$ cat src/rtl/apb_req_arbiter.sv
// Round-robin arbiter sharing one APB master request port between NUM_REQ requesters.
// Define APB_ARB_RETRY_EN to retry once on PSLVERR and expose the 'retried' pulse.
module apb_req_arbiter #(
    parameter int unsigned NUM_REQ     = 4,
    parameter int unsigned ADDR_W      = 9,
    parameter int unsigned DATA_W      = 8,
    parameter int unsigned XFER_CYCLES = 3
) (
    input  logic                      PCLK,
    input  logic                      PRESET,
    input  logic [NUM_REQ-1:0]        req,
    input  logic [NUM_REQ-1:0]        req_rw,
    input  logic [NUM_REQ*ADDR_W-1:0] req_addr,
    input  logic [NUM_REQ*DATA_W-1:0] req_wdata,
    output logic [NUM_REQ-1:0]        gnt,
    output logic [NUM_REQ-1:0]        done,
    output logic [DATA_W-1:0]         rdata,
    output logic                      slverr,
`ifdef APB_ARB_RETRY_EN
    output logic                      retried,
`endif
    output logic                      transfer,
    output logic                      READ_WRITE,
    output logic [ADDR_W-1:0]         apb_write_paddr,
    output logic [ADDR_W-1:0]         apb_read_paddr,
    output logic [DATA_W-1:0]         apb_write_data,
    input  logic [DATA_W-1:0]         apb_read_data_out,
    input  logic                      PSLVERR
);
    localparam int unsigned IDX_W = (NUM_REQ > 1) ? $clog2(NUM_REQ) : 1;
    localparam int unsigned CNT_W = $clog2(XFER_CYCLES + 1);

    typedef enum logic [1:0] {IDLE, XFER, DONE, RETRY} state_t;

    state_t            r_state, w_state_nxt;
    logic [CNT_W-1:0]  r_cnt, w_cnt_nxt;
    logic [IDX_W-1:0]  r_rr_ptr, w_rr_ptr_nxt;
    logic [IDX_W-1:0]  r_win, w_win_nxt;
    logic              r_rw, w_rw_nxt;
    logic [ADDR_W-1:0] r_addr, w_addr_nxt;
    logic [DATA_W-1:0] r_wdata, w_wdata_nxt;

    logic [NUM_REQ-1:0] w_gnt_nxt, w_done_nxt, w_win_onehot, w_sel_onehot;
    logic [DATA_W-1:0]  w_rdata_nxt, w_wdo_nxt;
    logic [ADDR_W-1:0]  w_wpaddr_nxt, w_rpaddr_nxt;
    logic               w_slverr_nxt, w_transfer_nxt, w_read_write_nxt;
    logic               w_load, w_clear;

    logic               w_any;
    logic [IDX_W-1:0]   w_sel, w_cand;
    logic               w_end;
    logic               w_do_retry;
    logic [ADDR_W-1:0]  w_addr_arr  [NUM_REQ];
    logic [DATA_W-1:0]  w_wdata_arr [NUM_REQ];

`ifdef APB_ARB_RETRY_EN
    logic r_retry_used, w_retry_used_nxt, w_retried_nxt;
    assign w_do_retry = PSLVERR & ~r_retry_used;
`else
    assign w_do_retry = 1'b0;
`endif

    assign w_end        = (r_cnt == CNT_W'(XFER_CYCLES));
    assign w_win_onehot = NUM_REQ'(1) << r_win;
    assign w_sel_onehot = NUM_REQ'(1) << w_sel;

    always_comb begin
        for (int unsigned i = 0; i < NUM_REQ; i++) begin
            w_addr_arr[i]  = req_addr[i*ADDR_W +: ADDR_W];
            w_wdata_arr[i] = req_wdata[i*DATA_W +: DATA_W];
        end
    end

    // First set request strictly after the last winner, wrapping around.
    always_comb begin
        w_any  = 1'b0;
        w_sel  = '0;
        w_cand = '0;
        for (int unsigned k = 1; k <= NUM_REQ; k++) begin
            w_cand = IDX_W'((32'(r_rr_ptr) + k) % NUM_REQ);
            if (req[w_cand] && !w_any) begin
                w_any = 1'b1;
                w_sel = w_cand;
            end
        end
    end

    always_ff @(posedge PCLK) begin
        if (PRESET) begin
            r_state         <= IDLE;
            r_cnt           <= '0;
            r_rr_ptr        <= IDX_W'(NUM_REQ - 1);
            r_win           <= '0;
            r_rw            <= 1'b0;
            r_addr          <= '0;
            r_wdata         <= '0;
            gnt             <= '0;
            done            <= '0;
            rdata           <= '0;
            slverr          <= 1'b0;
            transfer        <= 1'b0;
            READ_WRITE      <= 1'b0;
            apb_write_paddr <= '0;
            apb_read_paddr  <= '0;
            apb_write_data  <= '0;
`ifdef APB_ARB_RETRY_EN
            r_retry_used    <= 1'b0;
            retried         <= 1'b0;
`endif
        end else begin
            r_state         <= w_state_nxt;
            r_cnt           <= w_cnt_nxt;
            r_rr_ptr        <= w_rr_ptr_nxt;
            r_win           <= w_win_nxt;
            r_rw            <= w_rw_nxt;
            r_addr          <= w_addr_nxt;
            r_wdata         <= w_wdata_nxt;
            gnt             <= w_gnt_nxt;
            done            <= w_done_nxt;
            rdata           <= w_rdata_nxt;
            slverr          <= w_slverr_nxt;
            transfer        <= w_transfer_nxt;
            READ_WRITE      <= w_read_write_nxt;
            apb_write_paddr <= w_wpaddr_nxt;
            apb_read_paddr  <= w_rpaddr_nxt;
            apb_write_data  <= w_wdo_nxt;
`ifdef APB_ARB_RETRY_EN
            r_retry_used    <= w_retry_used_nxt;
            retried         <= w_retried_nxt;
`endif
        end
    end

    always_comb begin
        w_state_nxt = r_state;
        case (r_state)
            IDLE:    if (w_any) w_state_nxt = XFER;
            XFER:    if (w_end) w_state_nxt = w_do_retry ? RETRY : DONE;
            RETRY:   w_state_nxt = XFER;
            DONE:    w_state_nxt = IDLE;
            default: w_state_nxt = IDLE;
        endcase
    end

    always_comb begin
        w_cnt_nxt        = r_cnt;
        w_rr_ptr_nxt     = r_rr_ptr;
        w_win_nxt        = r_win;
        w_rw_nxt         = r_rw;
        w_addr_nxt       = r_addr;
        w_wdata_nxt      = r_wdata;
        w_gnt_nxt        = gnt;
        w_done_nxt       = '0;
        w_rdata_nxt      = rdata;
        w_slverr_nxt     = slverr;
        w_transfer_nxt   = transfer;
        w_read_write_nxt = READ_WRITE;
        w_wpaddr_nxt     = apb_write_paddr;
        w_rpaddr_nxt     = apb_read_paddr;
        w_wdo_nxt        = apb_write_data;
        w_load           = 1'b0;
        w_clear          = 1'b0;
`ifdef APB_ARB_RETRY_EN
        w_retry_used_nxt = r_retry_used;
        w_retried_nxt    = 1'b0;
`endif
        case (r_state)
            IDLE: begin
                if (w_any) begin
                    w_gnt_nxt      = w_sel_onehot;
                    w_win_nxt      = w_sel;
                    w_rw_nxt       = req_rw[w_sel];
                    w_addr_nxt     = w_addr_arr[w_sel];
                    w_wdata_nxt    = w_wdata_arr[w_sel];
                    w_transfer_nxt = 1'b1;
                    w_cnt_nxt      = CNT_W'(1);
                    w_load         = 1'b1;
`ifdef APB_ARB_RETRY_EN
                    w_retry_used_nxt = 1'b0;
`endif
                end
            end
            XFER: begin
                if (w_end) begin
                    w_cnt_nxt      = '0;
                    w_transfer_nxt = 1'b0;
                    w_clear        = 1'b1;
                    if (!w_do_retry) begin
                        w_done_nxt   = w_win_onehot;
                        w_rdata_nxt  = r_rw ? '0 : apb_read_data_out;
                        w_slverr_nxt = PSLVERR;
                    end
                end else begin
                    w_cnt_nxt = r_cnt + CNT_W'(1);
                end
            end
            RETRY: begin
                w_transfer_nxt = 1'b1;
                w_cnt_nxt      = CNT_W'(1);
                w_load         = 1'b1;
`ifdef APB_ARB_RETRY_EN
                w_retried_nxt    = 1'b1;
                w_retry_used_nxt = 1'b1;
`endif
            end
            DONE: begin
                w_gnt_nxt    = '0;
                w_rr_ptr_nxt = r_win;
            end
            default: ;
        endcase

        // Drive values come from the (possibly just latched) command; the
        // unused direction's bus is held at zero.
        if (w_load) begin
            w_read_write_nxt = w_rw_nxt;
            w_wpaddr_nxt     = w_rw_nxt ? w_addr_nxt : '0;
            w_rpaddr_nxt     = w_rw_nxt ? '0 : w_addr_nxt;
            w_wdo_nxt        = w_rw_nxt ? w_wdata_nxt : '0;
        end else if (w_clear) begin
            w_read_write_nxt = 1'b0;
            w_wpaddr_nxt     = '0;
            w_rpaddr_nxt     = '0;
            w_wdo_nxt        = '0;
        end
    end

endmodule
$ cat config.mk
export PLATFORM = sky130hd
export DESIGN_NAME = apb_req_arbiter
export DESIGN_NICKNAME = d
export VERILOG_FILES = /design/src/rtl/apb_req_arbiter.sv
export SDC_FILE = /design/constraint.sdc
export NUM_CORES = 1
export LEC_CHECK = 0
export ABC_AREA = 1
export BUFFER_PORTS_ARGS = -buffer_cell sky130_fd_sc_hd__buf_2
export CORE_AREA = 2 2 91 101
export DETAILED_ROUTE_END_ITERATION = 16
export DIE_AREA = 0 0 93 103
export PLACE_DENSITY = 0.77
export REMOVE_ABC_BUFFERS = 1
export SYNTH_ARGS = -nofsm -noshare
export SYNTH_HDL_FRONTEND = slang
export SYNTH_SLANG_ARGS = --single-unit
$ cat constraint.sdc
create_clock -name PCLK -period 2.05 [get_ports PCLK]
set_clock_uncertainty 0.15 [all_clocks]
set_input_delay 0.41 -clock PCLK [delete_from_list [all_inputs] [get_ports PCLK]]
set_output_delay 0.41 -clock PCLK [all_outputs]
set_load 0.005 [all_outputs]
==> flow_metrics.tcl, run 1 <==
set metrics [dict create \
    overflow 0 \
    syn_to_final_growth_pct 49.06 \
    synth.most_common_cell "nand2_1" \
    cp.arrival_ns 2.34 \
    grt_pass1_vias 4171 \
    ys_types 26 \
    fin_ws_ns -0.1589 \
    async_flop_share 0 \
    max_stage_delay_ns 0.43 \
    synth-edff-count 0 \
    drive_gt1_frac 0.4003 \
    ant_nets 0 \
    core-area_mm2 0.008648 \
    start_kind "register" \
    finalPower_w 0.004546 \
    cts_tree "yes" \
    rows 36 \
    synth_seq_cells 71 \
    cp_max_fo 14 \
    yosys.area.top_type "dfxtp_1" \
    synth.avg_cell_area_um2 6.397 \
    fmax_mhz 452.7 \
    grtUsageTotal 0.2490 \
    wl_mm 12.11 \
    numCtsBuffers 9 \
    required_ns 2.18 \
    slew_headroom 0.7485 \
    grt_max_degree 33 \
    cap_violations 0 \
    clkTransAtPathRegs_ns 0.08 \
    viasPerCell 4.951 \
    io_pins 132 \
    cts_hold_buf 0 \
    setup_violations 32 \
    synth.area.top_cells "dfxtp_1 (37%), nand2_1 (23%), inv_1 (7.5%)" \
    drt_iter0_markers 152 \
    vias 4367 \
    cts_root_buf "clkbuf_8" \
    die_area_mm2 0.009579 \
    end_kind "register" \
    nets 854 \
    ir_drop_v 0.0004369 \
    syn_inst 602 \
    final_area_mm2 0.005741 \
    p_per_area_mw_per_mm2 792.0 \
    cp_slowest_cell "dfxtp_4" \
    outcome "complete, but fails checks" \
    start_util 0.4453 \
    rsz0062_at_grt "true" \
    cts_sinks 71 \
    hp-class "primary input to register" \
    r2r_setup_slack_ns -0.16 \
    violations "negative setup slack" \
    slew_violations 0 \
    fp.dieH_um 103 \
    tns_ns -3.528 \
    synthTopCellsByCount "nand2_1 (235), inv_1 (77), dfxtp_1 (71), nand3_1 (57), o21ai_0 (45)" \
    die_w_um 93 \
    grt_first_pass_wirelength_mm 18.89 \
    synth_top_area_frac 0.3691 \
    netlist_area_mm2 0.003851 \
    worst_pin_slew_ns 0.3773 \
    antenna_found_initial 1 \
    place.gp.congestion 0.8782 \
    crit_chain "inv_8, nand2_2, nand2_2, nand2_2, nand2_2, nor2_4, nand3_4, nand2_4, inv_8, nor2_4, nor2_4, nor3_4, buf_6, buf_12, nand2_1, o21ai_2" \
    clk_latency_ns 0.36 \
    hpwl_mm 7.721 \
    route.detailed.drc 0 \
    seq_area_frac_synth 0.3691 \
    first_pass_iters 4 \
    yosys_warnings 0 \
    routedWlPerCell_um 13.73 \
    utilization 0.6638 \
    crit_top_cell "nand2_2" \
    p_leak_nw 3.145 \
    clockBufferDepth 2 \
    h-tree-depth 3 \
    finalCriticalPeriod_ns 2.209 \
    finalHoldViolations 0 \
    io_buffers 131 \
    placed_area_mm2 0.004765 \
    synthFlopType "dfxtp_1" \
    min_period_over_period 1.077 \
    critical_path_class "register to register" \
]
## metrics by stage
stage          worst slack, ns  std cells  hold slack (ns)
2_1_floorplan          -0.7315        572           0.2914
3_3_place_gp           -0.1980        844           0.2833
3_5_place_dp           -0.3137        844           0.2850
4_1_cts               -0.04684        877           0.1626
5_1_grt                -0.2719        882           0.1890
6_report               -0.1589        882           0.1633
## cell families (layout without fill, tap and decap cells)
kind of cell,count (synthesis),in the layout,synth area share
buffers and inverters,111,272,0.1257
DFF,71,71,0.3691
AOI/OAI and AO/OA,75,75,0.09747
other,0,1,0
and+or+nand+nor,340,344,0.3915
adders and majority gates,5,5,0.01624
## where the power goes
group	total [W]	switching [W]	internal (W)	leakage, nW
registers	0.00164	0.0000918	0.00155	0.582
logic	0.00153	0.000874	0.000654	2.44
clock network	0.00138	0.000557	0.000820	0.121
## cell usage in the layout, fill, tap and decap left out, types with 12 or more instances in the layout
cell      Yosys  routed
inv_1        77      75
buf_4         1      28
buf_2         7     131
dfxtp_1      71      69
o21ai_0      45      26
a21oi_2       0      19
nand2_4       4      14
nand3_1      57      46
nand2_2       5      40
nand2_1     235     188
o21ai_1       0      12
nand3b_1     16      16
## registers in the layout, summed over array words and instances (netlist names), 2 cells and up
name and count:
r_rr_ptr 2, gnt 4, r_cnt 2, r_addr 9
r_wdata 8, apb_write_data 8, rdata 8, r_win 2
r_state 2, apb_write_paddr 9, done 4, apb_read_paddr 9
## critical path, delay by kind of cell (launching register included)
kind	cells	cell delay (ns)
buffers and inverters	4	0.39
flip-flops	1	0.43
AO/OA/AOI/OAI	1	0.07
AND/OR/NAND/NOR	11	1.11
## final cells by class
class / count / area (um^2)
Fill cell: 713 / 2908
Multi-Input combinational cell: 424 / 2431
Sequential cell: 71 / 1429
Timing Repair Buffer: 175 / 1167
Inverter: 81 / 324.1
Tap cell: 114 / 142.6
Clock buffer: 10 / 127.6
Clock inverter: 6 / 116.4
Antenna cell: 1 / 2.502
## routing by layer
metal	global-route usage	share of wire	vias up	wire length, um
li1	-	-	2202	-
met1	0.2785	0.40	1988	4865
met5	0	0	-	0
met4	0.1176	0.037	0	450
met2	0.4593	0.50	144	6065
met3	0.04532	0.060	33	729
## worst paths after layout
path / start / cells past startpoint / endpoint
max: r_rr_ptr[0] / 16 / apb_read_paddr[4]
min: PSLVERR / 3 / slverr
min reg2reg: apb_write_paddr[4] / 2 / apb_write_paddr[4]
max reg2reg: r_rr_ptr[0] / 16 / apb_read_paddr[4]
## timing repair
action | in CTS | in global routing
setup buffers | 12 | 2
resized for setup | 103 | 50
endpoints found under the setup margin | 54 | 54
pin swaps | 9 | 10
cloned | 6 | 2
Power figures use the tool's default switching activity.
==> run 2, diff against run 1 <==
REMOVE_ABC_BUFFERS = unset   (was 1)
==> run 2 against run 1 <==
  * The run still ends with negative setup slack left
  * Critical endpoint is now apb_write_paddr[5]
  * Design area down 2.3%
  * Clock power decreased by 19%
  * Utilization is 1.5 points lower
  * First-iteration DRC count up 49%
  * Largest power group unchanged
  * Hold slack improved by 0.017 ns
  * Worst setup slack got worse by 0.024 ns
  * Maximum frequency fell by 1.1%
  * Critical path type unchanged
  * Highest routed layer unchanged
==> flow_metrics.tcl, run 2 (synthesis results as in run 1) <==
set metrics [dict create \
    outcome "complete, but fails checks" \
    violations "negative setup slack" \
    syn-num-nets 694 \
    required_ns 2.14 \
    holdCritStartpoint "PSLVERR" \
    crit_chain "clkinv_8, nand2_2, nand2_4, nand2_4, nand2_4, nor2_4, nand3_4, nand2_8, nand2_4, nor2_4, nor2_4, nand2_8, nand2_4, nand3_1, nand2_1" \
    io_pins 132 \
    top_regs "apb_read_paddr (9), apb_write_paddr (9), r_addr (9)" \
    worst_r2r_path_depth 15 \
    cp_slowest_cell "dfxtp_4" \
    comb_power_share 0.343 \
    grt_max_degree 36 \
    path_buf_inv 1 \
    grt_pass1_vias 4067 \
    wl_mm 11.66 \
    io_buffers 131 \
    cp.arrival_ns 2.32 \
    clkPwrFrac 0.267 \
    numCtsBuffers 9 \
    cp_max_fo 8 \
    routedWlPerCell_um 13.34 \
    ant_nets 0 \
    min_path_cells 3 \
    overflow 0 \
    worst_pin_slew_ns 0.5449 \
    start_kind "register" \
    hpwl_mm 7.810 \
    layout_commonest_cell "nand2_1" \
    nets 848 \
    dr.max_layer_used "met4" \
    seq_area_mm2 0.001426 \
    vias 4366 \
    n_antenna_cell 0 \
    clk_latency_ns 0.34 \
    path_delay_family "simple AND/OR/NAND/NOR gates" \
    fin_ws_ns -0.1824 \
    finalHoldViolations 0 \
    whs_ns 0.1802 \
    ir_drop_v 0.0004040 \
    fillers 767 \
    setup_violations 47 \
    placed_area_mm2 0.004768 \
    finalNonFillerCells 874 \
    crit_top_cell "nand2_4" \
    end_kind "register" \
    swShare 0.3438 \
    min_period_over_period 1.089 \
    first_pass_iters 5 \
    core-area_mm2 0.008648 \
    grtUsageTotal 0.2402 \
    h-tree-depth 3 \
    post-place-cells 844 \
    switchingPower_w 0.001445 \
    viasPerCell 4.995 \
    cts_sinks 71 \
    max_stage_delay_ns 0.44 \
    die_area_mm2 0.009579 \
    drive_gt1_frac 0.4000 \
    rows 36 \
    fmax_mhz 447.9 \
    r2r_setup_slack_ns -0.18 \
    rsz0062_at_grt "true" \
    clkTransAtPathRegs_ns 0.08 \
    p_per_area_mw_per_mm2 749.5 \
    drt_iter0_markers 226 \
    grt_first_pass_wirelength_mm 18.19 \
    seqPwrFrac 0.390 \
    cts_root_buf "clkbuf_8" \
    critical_path_class "register to register" \
    finalCriticalPeriod_ns 2.232 \
    cap_violations 0 \
    worstReg2RegStart "r_rr_ptr[0]" \
    layout_common_cells "nand2_1 (185), buf_2 (131), inv_1 (72), dfxtp_1 (69), nand3_1 (46)" \
    clockBufferDepth 2 \
    met3_length_um 705 \
    cellInternalPower_w 0.002759 \
    p_leak_nw 3.077 \
    final_area_mm2 0.005610 \
    syn_to_final_growth_pct 45.68 \
    utilization 0.6487 \
    hold_end "slverr" \
    cts_tree "yes" \
    fp.dieH_um 103 \
    m1WireLength_mm 4.899 \
    place.gp.congestion 0.8776 \
    route.detailed.drc 0 \
    die_w_um 93 \
    start_util 0.4453 \
    cts_hold_buf 0 \
    antenna_found_initial 0 \
    slew_headroom 0.6363 \
    r2r_end "apb_write_paddr[5]" \
    hp-class "primary input to register" \
    dr_wl_met2_mm 5.828 \
    multi_input_area_mm2 0.002465 \
    slew_violations 0 \
]
==> run 2: cell count changes in the layout (fill, tap and decap cells not counted), moves of 3 or more <==
cell / before / now
a21oi_2: 19 / 16
nand2_1: 188 / 185
nand2_4: 14 / 17
buf_12: 7 / 4
o21ai_1: 12 / 9
o21ai_0: 26 / 31
buf_4: 28 / 25
inv_1: 75 / 72
a21oi_4: 0 / 3
==> run 2: final cells by class <==
cell class                      instances  area share
Sequential cell                        71      0.2542
Timing Repair Buffer                  169      0.1876
Clock buffer                           12     0.02765
Inverter                               81     0.05821
Tap cell                              114     0.02542
Multi-Input combinational cell        424      0.4393
Clock inverter                          3    0.007583
==> run 2: stage by stage <==
step / TNS, ns / power, W / setup slack (ns)
after detailed placement: -6.280 / 0.002747 / -0.2393
after floorplan: -0.7693 / 0.002331 / -0.05097
after CTS: -2.264 / 0.004129 / -0.1079
after global routing: -10.53 / 0.004449 / -0.2898
final: -4.487 / 0.004205 / -0.1824
after global placement: -3.009 / 0.002724 / -0.1640
==> run 2: layer usage <==
| metal | GRT usage | up-vias |
|---|---|---|
| li1 | - | 2193 |
| met2 | 0.4331 | 159 |
| met5 | 0 | - |
| met1 | 0.2877 | 1994 |
| met4 | 0.08145 | 0 |
| met3 | 0.04678 | 20 |
==> run 2: worst register-to-register path, delay by kind of cell (launching register included) <==
| family | cells | cell delay [ns] |
|---|---|---|
| buffers and inverters | 1 | 0.10 |
| flip-flops | 1 | 0.44 |
| AND/OR/NAND/NOR | 14 | 1.44 |
==> run 2: power groups by stage <==
stage,registers (W),logic [W],clock network [W]
2_1_floorplan,0.00166,0.000675,0
3_3_place_gp,0.00166,0.00106,0
3_5_place_dp,0.00166,0.00108,0
4_1_cts,0.00164,0.00135,0.00115
5_1_grt,0.00165,0.00159,0.00120
6_report,0.00164,0.00144,0.00112
==> run 2: worst max-delay path by stage <==
stage,end,from,depth (start not counted)
global placement,apb_write_paddr[1],req[2],17
global route,apb_write_paddr[6],r_rr_ptr[0],17
detailed placement,apb_read_paddr[1],req[2],16
floorplan,apb_read_paddr[7],r_rr_ptr[0],17
CTS,apb_write_data[0],r_rr_ptr[0],19
finish,apb_write_paddr[5],r_rr_ptr[0],15
==> run 2: timing repair <==
item / 4_1_cts / 5_1_grt
buffers inserted: 8 / 3
cloned: 5 / 2
endpoints found under the setup margin: 50 / 54
resized for setup: 95 / 58
pin swaps: 11 / 15
==> run 3, diff against run 2 <==
--- a/config.mk
+++ b/config.mk
@@ -9,2 +9,3 @@
 export BUFFER_PORTS_ARGS = -buffer_cell sky130_fd_sc_hd__buf_2
+export CAP_MARGIN = 25
 export CORE_AREA = 2 2 91 101
--- a/constraint.sdc
+++ b/constraint.sdc
@@ -4,2 +4,2 @@
 set_output_delay 0.41 -clock PCLK [all_outputs]
-set_load 0.005 [all_outputs]
+set_load 0.1 [all_outputs]
==> run 3 against run 2 <==
  * The flow still finishes with violations (negative setup slack)
  * Sequential power about the same
  * Count of clock-buffer cells in the layout is 1 lower
  * Combinational power is 58% higher
  * Utilization rose by 2.7 points
  * Die area stayed put
  * Critical path type unchanged
  * Critical endpoint is now apb_write_data[7]
  * Largest cell class unchanged
  * Largest power group is now combinational logic
==> flow_metrics.tcl, run 3 (synthesis results as in run 1) <==
set metrics [dict create \
    outcome "complete, but fails checks" \
    violations "negative setup slack" \
    place.gp.congestion 0.8395 \
    start_util 0.4453 \
    worst_pin_slew_ns 0.6100 \
    grt_max_degree 36 \
    layout_common_cells "nand2_1 (188), buf_2 (131), inv_1 (71), dfxtp_1 (69)" \
    die_area_mm2 0.009579 \
    h-tree-depth 3 \
    critPathLaunch "r_rr_ptr[0]" \
    nets 859 \
    fillers 729 \
    syn_to_final_growth_pct 51.82 \
    p_per_area_mw_per_mm2 911.5 \
    finalCriticalPeriod_ns 2.287 \
    hpwl_mm 7.809 \
    tns_ns -6.734 \
    min_period_over_period 1.116 \
    route.detailed.drc 0 \
    wl_mm 12.20 \
    grt_first_pass_wirelength_mm 18.03 \
    io_buffers 131 \
    end_kind "register" \
    ir_drop_v 0.0008465 \
    core-area_mm2 0.008648 \
    crit_chain "buf_12, inv_8, nand2_2, nand2_2, nand2_2, nand2_2, nand2_2, nand2_2, nand2_2, nand2_4, nand2_8, nor2_4, nand2_1, nand2_1, inv_2, nand2_8, nand2_8, nand3_1, nand2_1" \
    routedWlPerCell_um 13.77 \
    rows 36 \
    first_pass_iters 5 \
    cp_max_fo 8 \
    clockBufferDepth 2 \
    rsz0062_at_grt "true" \
    cp_slowest_cell "dfxtp_2" \
    vias 4451 \
    worstReg2RegStart "r_rr_ptr[0]" \
    drt_iter0_markers 235 \
    cap_violations 0 \
    n_antenna_cell 0 \
    die_w_um 93 \
    cp.arrival_ns 2.38 \
    hp-class "primary input to register" \
    path_buf_inv 3 \
    cts_root_buf "clkbuf_8" \
    slew_violations 0 \
    clk_latency_ns 0.35 \
    setup_violations 47 \
    cts_tree "yes" \
    fin_ws_ns -0.2372 \
    overflow 0 \
    grt_pass1_vias 4065 \
    finalPower_w 0.005329 \
    grtUsageTotal 0.2335 \
    clkTransAtPathRegs_ns 0.08 \
    p_leak_nw 3.172 \
    viasPerCell 5.024 \
    finalHoldViolations 0 \
    required_ns 2.14 \
    post-place-ws_ns -0.2005 \
    numCtsBuffers 9 \
    syn-num-nets 694 \
    slew_headroom 0.5929 \
    cts_sinks 71 \
    start_kind "register" \
    fmax_mhz 437.2 \
    whs_ns 0.1871 \
    top_regs "apb_read_paddr (9), apb_write_paddr (9), r_addr (9)" \
    layout_commonest_cell "nand2_1" \
    holdCritStartpoint "PSLVERR" \
    fp.dieH_um 103 \
    antenna_found_initial 0 \
    drive_gt1_frac 0.4158 \
    crit_top_cell "nand2_2" \
    max_stage_delay_ns 0.33 \
    path_delay_family "simple AND/OR/NAND/NOR gates" \
    critical_path_class "register to register" \
    io_pins 132 \
    ant_nets 0 \
]
==> run 3: cell count changes in the layout (fill, tap and decap cells not counted), moves of 3 or more <==
cell / previous run / this run
nand3_1: 46 / 42
nand2_1: 185 / 188
buf_4: 25 / 29
o21ai_0: 31 / 27
nand2_4: 17 / 12
nand3_2: 10 / 14
==> run 3: layout make-up <==
type / count / area [um^2] / area share
repair buffers: 179 / 1195 / 0.2044
well taps: 114 / 142.6 / 0.02440
clock buffers: 11 / 151.4 / 0.02589
flip-flops and latches: 71 / 1424 / 0.2435
clock inverters: 5 / 103.9 / 0.01776
multi-input cells: 425 / 2511 / 0.4295
inverters: 81 / 319.1 / 0.05457
==> run 3: final timing paths <==
path / depth (start not counted) / to / slack [ns]
setup / recovery: 19 / apb_write_data[7] / -0.24
hold / removal: 3 / slverr / 0.19
setup reg to reg: 19 / apb_write_data[7] / -0.24
hold reg to reg: 2 / apb_write_data[3] / 0.29
==> run 3: worst register-to-register path: stages, from the launching register on <==
cell,delay [ns]
dfxtp_2,0.33
buf_12,0.13
inv_8,0.08
nand2_2,0.06
nand2_2,0.11
nand2_2,0.07
nand2_2,0.08
nand2_2,0.08
nand2_2,0.07
nand2_2,0.06
nand2_4,0.13
nand2_8,0.10
nor2_4,0.10
nand2_1,0.05
nand2_1,0.07
inv_2,0.06
nand2_8,0.17
nand2_8,0.10
nand3_1,0.11
nand2_1,0.06
==> run 3: per-layer routing <==
metal	track usage	vias up	wire length, um
li1	-	2205	-
met1	0.2568	2085	4857
met2	0.4649	150	6575
met3	0.04898	11	693
met4	0.04186	0	75
met5	0	-	0
==> run 3: timing repair <==
item	in CTS	in global routing
buffers inserted	3	10
endpoints found under the setup margin	53	54
gates cloned	3	8
pin swaps	14	36
hold endpoints to repair	0	0
resized for setup	87	69
hold buffers	0	0
==> run 3: metrics by stage <==
stage | utilization | area, um^2 | cells
2_1_floorplan | - | 3870 | 602
3_3_place_gp | 0.5531 | 4783 | 846
3_5_place_dp | 0.5531 | 4783 | 846
4_1_cts | 0.6218 | 5378 | 868
5_1_grt | 0.6761 | 5847 | 886
6_report | 0.6761 | 5847 | 886
==> run 3: power by group <==
group | total (W) | switching (W) | internal (W)
Combinational | 0.00228 | 0.00161 | 0.000669
Sequential | 0.00165 | 0.0000923 | 0.00155
Clock | 0.00140 | 0.000528 | 0.000875
